**src/rtl/mod_counter.sv**
```systemverilog
`default_nettype none
// ============================================================================
// Module      : mod_counter
// Description : Parametrised modulo-N up/down counter with enable, parallel
//               load, clock-enable prescaler, wrap/saturate mode, terminal
//               count and roll-over flags.
// Revision    : 1.0 - initial release
// ----------------------------------------------------------------------------
// Parameters:
//   WIDTH    - bit width of q and load_val
//   MODULUS  - count range 0..MODULUS-1 (2 <= MODULUS <= 2**WIDTH)
//   PRESCALE - enabled cycles per count step (>= 1)
//   SATURATE - 0: wrap at the range limits, 1: hold at the range limits
// Ports:
//   clk      in   clock, all state updates on posedge
//   reset    in   synchronous active-low reset
//   en       in   count enable, advances the prescaler
//   up       in   direction, 1 = increment, 0 = decrement
//   load     in   parallel load strobe (wins over en)
//   load_val in   load value, clamped to MODULUS-1
//   q        out  current count (registered)
//   tc       out  terminal count for the current direction (combinational)
//   roll     out  one-cycle pulse after a step taken at the boundary
// ============================================================================
module mod_counter #(
    parameter int WIDTH    = 4,
    parameter int MODULUS  = 16,
    parameter int PRESCALE = 1,
    parameter int SATURATE = 0
) (
    input  logic             clk,
    input  logic             reset,
    input  logic             en,
    input  logic             up,
    input  logic             load,
    input  logic [WIDTH-1:0] load_val,
    output logic [WIDTH-1:0] q,
    output logic             tc,
    output logic             roll
);

    // Prescaler is at least one bit wide so PRESCALE=1 still has a legal vector.
    localparam int                c_PS_W   = (PRESCALE > 1) ? $clog2(PRESCALE) : 1;
    localparam logic [c_PS_W-1:0] c_PS_MAX = c_PS_W'(PRESCALE - 1);
    localparam logic [WIDTH-1:0]  c_MAX    = WIDTH'(MODULUS - 1);
    localparam logic [WIDTH-1:0]  c_ZERO   = '0;

    logic [WIDTH-1:0]  r_q;
    logic [c_PS_W-1:0] r_ps;
    logic              r_roll;

    logic              w_step;
    logic              w_at_bound;
    logic [WIDTH-1:0]  w_q_step;
    logic [WIDTH-1:0]  w_load_clamped;

    // A step fires on the enabled cycle that completes the prescale period.
    assign w_step = en && (r_ps == c_PS_MAX);

    // Out-of-range load values clamp to the top of the count range.
    assign w_load_clamped = (load_val > c_MAX) ? c_MAX : load_val;

    // Next count for a step. The boundary is compared against MODULUS-1 rather
    // than relying on natural WIDTH-bit overflow, so non-power-of-2 moduli wrap
    // correctly and q can never leave 0..MODULUS-1.
    always_comb begin
        w_at_bound = 1'b0;
        w_q_step   = r_q;
        if (up) begin
            if (r_q == c_MAX) begin
                w_at_bound = 1'b1;
                w_q_step   = (SATURATE != 0) ? r_q : c_ZERO;
            end else begin
                w_q_step   = r_q + 1'b1;
            end
        end else begin
            if (r_q == c_ZERO) begin
                w_at_bound = 1'b1;
                w_q_step   = (SATURATE != 0) ? r_q : c_MAX;
            end else begin
                w_q_step   = r_q - 1'b1;
            end
        end
    end

    always_ff @(posedge clk) begin
        if (!reset) begin
            r_q    <= c_ZERO;
            r_ps   <= '0;
            r_roll <= 1'b0;
        end else if (load) begin
            // Load discards any partial prescale count and suppresses the step.
            r_q    <= w_load_clamped;
            r_ps   <= '0;
            r_roll <= 1'b0;
        end else if (en) begin
            if (w_step) begin
                r_q    <= w_q_step;
                r_ps   <= '0;
                r_roll <= w_at_bound;
            end else begin
                r_ps   <= r_ps + 1'b1;
                r_roll <= 1'b0;
            end
        end else begin
            r_roll <= 1'b0;
        end
    end

    assign q    = r_q;
    assign roll = r_roll;
    assign tc   = up ? (r_q == c_MAX) : (r_q == c_ZERO);

endmodule
`default_nettype wire

```
**config.mk**
```make
export PLATFORM = sky130hd
export DESIGN_NAME = mod_counter
export DESIGN_NICKNAME = d
export VERILOG_FILES = /design/src/rtl/mod_counter.sv
export SDC_FILE = /design/constraint.sdc
export NUM_CORES = 1
export LEC_CHECK = 0
export CAP_MARGIN = 10
export CORE_AREA = 8 8 45 47
export DETAILED_ROUTE_END_ITERATION = 10
export DIE_AREA = 0 0 53 55
export DONT_BUFFER_PORTS = 1
export PLACE_DENSITY = 0.52
export SLEW_MARGIN = 20
export SYNTH_ARGS = -nofsm -noshare
export SYNTH_HDL_FRONTEND = slang
export SYNTH_SLANG_ARGS = --single-unit
```
**constraint.sdc**
```tcl
create_clock -name clk -period 2.5 [get_ports clk]
set_input_delay 0.5 -clock clk [delete_from_list [all_inputs] [get_ports clk]]
set_output_delay 0.5 -clock clk [all_outputs]
set_load 0.005 [all_outputs]
```
==> impl_metrics.yaml, run 1 <==
status:
  outcome: "completed"
global_route:
  grt_overflow: 0
  grt_pass1_vias: 312
  grt_usage: 0.0710
  grt_max_degree: 11
  grt_pass1_wl_mm: 1.44
  antenna_found_initial: 0
die:
  die_h_um: 55
  die-area_mm2: 0.00292
  initial_utilization: 0.299
  die_w_um: 53
  core_mm2: 0.00138
  io_pins: 15
  row_count: 14
place:
  dpl_cell_area_um2: 414
  place.gp.congestion: 0.764
  preCtsSetupSlack_ns: 0.726
  numPortBuffers: 0
  dpl.hpwl_um: 766
clock_tree:
  numCtsBuffers: 3
  clk_pin_slew_ns: 0.04
  clock_latency_ns: 0.24
  clockBufferDepth: 2
  cts_resized: 0
  cts_setup_buffers: 0
  cts_hold_buf: 0
  clkSinkCount: 6
  htreeDepth: 1
  cts-root-buf: "clkbuf_4"
  cts_tree: "built"
power:
  power_mw: 0.245
  ir_drop_v: 0.000232
  powerDensity_mw_per_mm2: 562
  p_leak_nw: 0.174
sta:
  timing.final.ws_setup_ns: 0.488
  tns_ns: 0
  maxSlewHeadroom: 0.756
  hold_viol_final: 0
  fmax_mhz: 497
  tightest_slew_ns: 0.366
  rsz0062_at_grt: "no"
  drv_slew: 0
  report.final.setup_viol: 0
  period_needed_ns: 2.01
  clock_skew_ns: 0.000705
  period_share: 0.805
yosys:
  synthTopCellsByArea: "dfxtp_1 (29%), ha_1 (6.0%), nor2_1 (5.4%)"
  ys_types: 30
  synth_area_per_cell_um2: 7.96
  synth-warning-count: 0
  syn_nets: 63
  yosysTopAreaCell: "dfxtp_1"
  synth_top_area_share: 0.290
  ys_seq_area_frac: 0.290
  syn_inst: 52
  synth-seq-cells: 6
  syn_area_um2: 414
worst_setup_path:
  crit_required_ns: 2.00
  critical_path_class: "flop to primary output"
  reg2reg_slack_ns: 0.92
  critPathCaptureType: "primary output"
  cp-start-kind: "flop"
  cp_data_arrival_time_ns: 1.51
  path_cells: "inv_1 > ha_1 > or3b_4 > o21ai_1"
  worstPathMaxFanout: 10
  crit_slowest_cell: "dfxtp_1"
  max_stage_delay_ns: 0.41
finish:
  syn_to_final_growth_pct: 5.44
  drive_gt1_frac: 0.0962
  final_util: 0.316
  final_cell_mix: "nor2_1 (6), dfxtp_1 (6), inv_1 (4)"
  antennaDiodeCount: 0
  fin_area_um2: 437
  final_nets: 65
drt:
  drt-total-wl_um: 946
  firstDrtPassIters: 3
  first_iter_violations: 9
  drc: 0
  wl_per_cell_um: 13.9
  via_count: 350
  final_antenna_net_count: 0
  via_per_inst: 5.15
flow_run:
  max_cap_violations: 0
hold_path:
  hold_path.class: "input port to flop"
report_power, final:
group / switching (mW) / total (mW) / internal (mW)
logic: 0.0188 / 0.0413 / 0.0225
registers: 0.0145 / 0.116 / 0.102
clock network: 0.0336 / 0.0878 / 0.0542
total: 0.0669 / 0.245 / 0.179
final timing paths:
kind / start / end / cells after the start
max: q[0]$_SDFFE_PN0P_ / tc / 4
min: en / r_ps$_SDFFE_PP0P_ / 1
max reg2reg: q[0]$_SDFFE_PN0P_ / q[0]$_SDFFE_PN0P_ / 6
min reg2reg: r_ps$_SDFFE_PP0P_ / r_ps$_SDFFE_PP0P_ / 1
cells in the mapped netlist:
master	instances
dfxtp_1	6
nor2_1	6
inv_1	4
a21oi_1	3
nand2b_1	3
and3_1	2
ha_1	2
nand2_1	2
nor3b_1	2
o21ai_0	2
a21oi_2	1
a31oi_1	1
buf_2	1
buf_6	1
clkbuf_1	1
mux2i_1	1
nand3_1	1
nand4_1	1
nor2b_1	1
nor3_1	1
nor4b_1	1
o21ai_1	1
o21bai_1	1
o221ai_1	1
o311a_1	1
o311ai_1	1
o31ai_1	1
or3b_4	1
xnor2_1	1
xor2_1	1
critical path, delay by kind of cell, from the launching register on:
family	cells	cell delay, ns
compound gates	1	0.20
flops	1	0.41
buf+inv	1	0.10
simple gates	1	0.39
fa+ha+maj	1	0.17
metrics by stage:
stage / hold slack, ns / std cells
global route: 0.315 / 68
floorplan: 0.463 / 52
global placement: 0.472 / 65
CTS: 0.322 / 68
detailed placement: 0.476 / 65
finish: 0.331 / 68
layout make-up:
type | count | area, µm²
Inverter | 4 | 15.0
Multi-Input combinational cell | 39 | 259
Fill cell | 160 | 947
Sequential cell | 6 | 120
Clock buffer | 3 | 22.5
Tap cell | 16 | 20.0
state kept, by name (all words and copies together) (netlist names):
signal / flops
q: 4
roll: 1
r_ps: 1
layer usage:
metal	share of wire	track usage
met5	0	0
met2	0.48	0.113
met4	0	0.0388
met3	0.092	0.0508
met1	0.42	0.0669
cell families after synthesis:
group,Yosys count,synth area share
AO/OA/AOI/OAI,13,0.211
multiplexers,1,0.0242
adder cells (fa/ha/maj),2,0.0604
XOR/XNOR,2,0.0423
flip-flops,6,0.290
buffers and inverters,7,0.0846
AND/OR/NAND/NOR,21,0.287
(Power assumes the default switching activity.)
==> run 2: changes to the inputs <==
- clock period: 2.5 -> 2.05 ns (I/O delays scaled with it)
==> run 2 against run 1 <==
Flip-flop and latch count is the same. Critical endpoint unchanged. Die area stayed put. Largest cell class unchanged. Combinational power rose by 38%. Wire length rose by 3.7%. Sequential share of layout area fell by 0.46 points.
==> impl_metrics.yaml, run 2 (synthesized netlist as in run 1, its figures left out) <==
global_route:
  grt_overflow: 0
  grt_pass1_wl_mm: 1.57
  grt_pass1_vias: 376
  grt_usage: 0.0737
  grt_max_degree: 10
  antenna_found_initial: 0
finish:
  drive_gt1_frac: 0.113
  antennaDiodeCount: 0
  fin_area_um2: 444
  final_cell_mix: "nor2_1 (6), dfxtp_1 (6), inv_1 (4)"
  largest_reg_flops: 4
  fin_cells: 69
  fillers: 152
  final_nets: 66
  syn_to_final_growth_pct: 7.25
status:
  outcome: "completed"
hold_path:
  hold_start: "en"
  whs_endpoint: "r_ps$_SDFFE_PP0P_"
  hold_path.class: "input port to flop"
  hold_depth: 1
die:
  die-area_mm2: 0.00292
  io_pins: 15
  die_w_um: 53
  initial_utilization: 0.299
  die_h_um: 55
  core_mm2: 0.00138
  row_count: 14
sta:
  maxSlewHeadroom: 0.766
  holdWs_ns: 0.238
  tns_ns: 0
  clock_skew_ns: 0.000765
  drv_slew: 0
  hold_viol_final: 0
  fmax_mhz: 528
  tightest_slew_ns: 0.351
  period_share: 0.924
  report.final.setup_viol: 0
  rsz0062_at_grt: "no"
  period_needed_ns: 1.89
drt:
  via_count: 377
  first_iter_violations: 6
  drt-total-wl_um: 981
  drc: 0
  final_antenna_net_count: 0
  firstDrtPassIters: 4
  wl_per_cell_um: 14.2
  via_per_inst: 5.46
power:
  ir_drop_v: 0.000241
  p_seq_frac: 0.453
  p_leak_nw: 0.179
  switchingPower_mw: 0.0837
  intPower_mw: 0.220
  pwr-share-comb: 0.188
  p_sw_frac: 0.276
  p_clk_frac: 0.359
  powerDensity_mw_per_mm2: 683
  power_mw: 0.304
clock_tree:
  numCtsBuffers: 3
  cts-root-buf: "clkbuf_4"
  cts_hold_buf: 0
  clockBufferDepth: 2
  htreeDepth: 1
  clk_pin_slew_ns: 0.05
  cts_tree: "built"
  cts_setup_buffers: 0
  cts_resized: 0
  clock_latency_ns: 0.24
  clkSinkCount: 6
worst_setup_path:
  rr_worst_depth: 6
  cp_data_arrival_time_ns: 1.48
  crit_slowest_cell: "or3b_4"
  max_stage_delay_ns: 0.39
  critPathTopFamily: "simple AND/OR/NAND/NOR gates"
  reg2reg_slack_ns: 0.51
  cp_num_cells: 4
  critPathBufInv: 1
  worstPathMaxFanout: 7
  critPathCaptureType: "primary output"
  critical_path_class: "flop to primary output"
  path_cells: "inv_1 > ha_1 > or3b_4 > o21ai_1"
  rr_endpoint: "q[0]$_SDFFE_PN0P_"
  rr_startpoint: "q[1]$_SDFFE_PN0P_"
  cp-start-kind: "flop"
  crit_required_ns: 1.64
place:
  dpl_cell_area_um2: 422
  dpl.cell_count: 66
  numPortBuffers: 0
  dpl.hpwl_um: 792
  place.gp.congestion: 0.799
flow_run:
  max_cap_violations: 0
==> run 2: cell count changes in the layout (fill, tap and decap cells not counted), sizes merged <==
| cell | previous run | this run |
|---|---|---|
| buf | 0 | 1 |
==> run 2: how the worst max path moves through the flow <==
stage / from / endpoint / slack (ns)
after floorplan: q[0]$_SDFFE_PN0P_ / tc / 0.39
after global placement: q[1]$_SDFFE_PN0P_ / tc / 0.43
after detailed placement: q[1]$_SDFFE_PN0P_ / tc / 0.39
after CTS: q[1]$_SDFFE_PN0P_ / tc / 0.12
after global routing: q[1]$_SDFFE_PN0P_ / tc / 0.04
final: q[1]$_SDFFE_PN0P_ / tc / 0.16
==> run 2: area by class of cell <==
type                            count  area [µm²]  area share
Clock buffer                        3        22.5      0.0507
Inverter                            4        15.0      0.0338
Multi-Input combinational cell     39         259       0.583
Sequential cell                     6         120       0.270
Tap cell                           16        20.0      0.0451
Timing Repair Buffer                1        7.51      0.0169
==> run 2: metal layers <==
metal  GRT usage  routed length (µm)  vias to the layer above
met5           0                   0                        -
met4      0.0259                   0                        0
met3      0.0481                  80                        0
met2       0.131                 512                        5
met1      0.0668                 388                      184
li1            -                   -                      188
==> run 2: metrics by stage <==
stage	setup WS (ns)	util
floorplan	0.385	-
global placement	0.430	0.305
detailed placement	0.394	0.305
CTS	0.115	0.321
global route	0.0424	0.321
finish	0.156	0.321
==> run 2: power groups by stage <==
stage               Combinational, mW  Clock (mW)  Sequential [mW]
finish                         0.0571       0.109            0.137
detailed placement             0.0577           0            0.140
global route                   0.0660       0.121            0.139
global placement               0.0580           0            0.140
floorplan                      0.0559           0            0.135
CTS                            0.0581       0.116            0.138
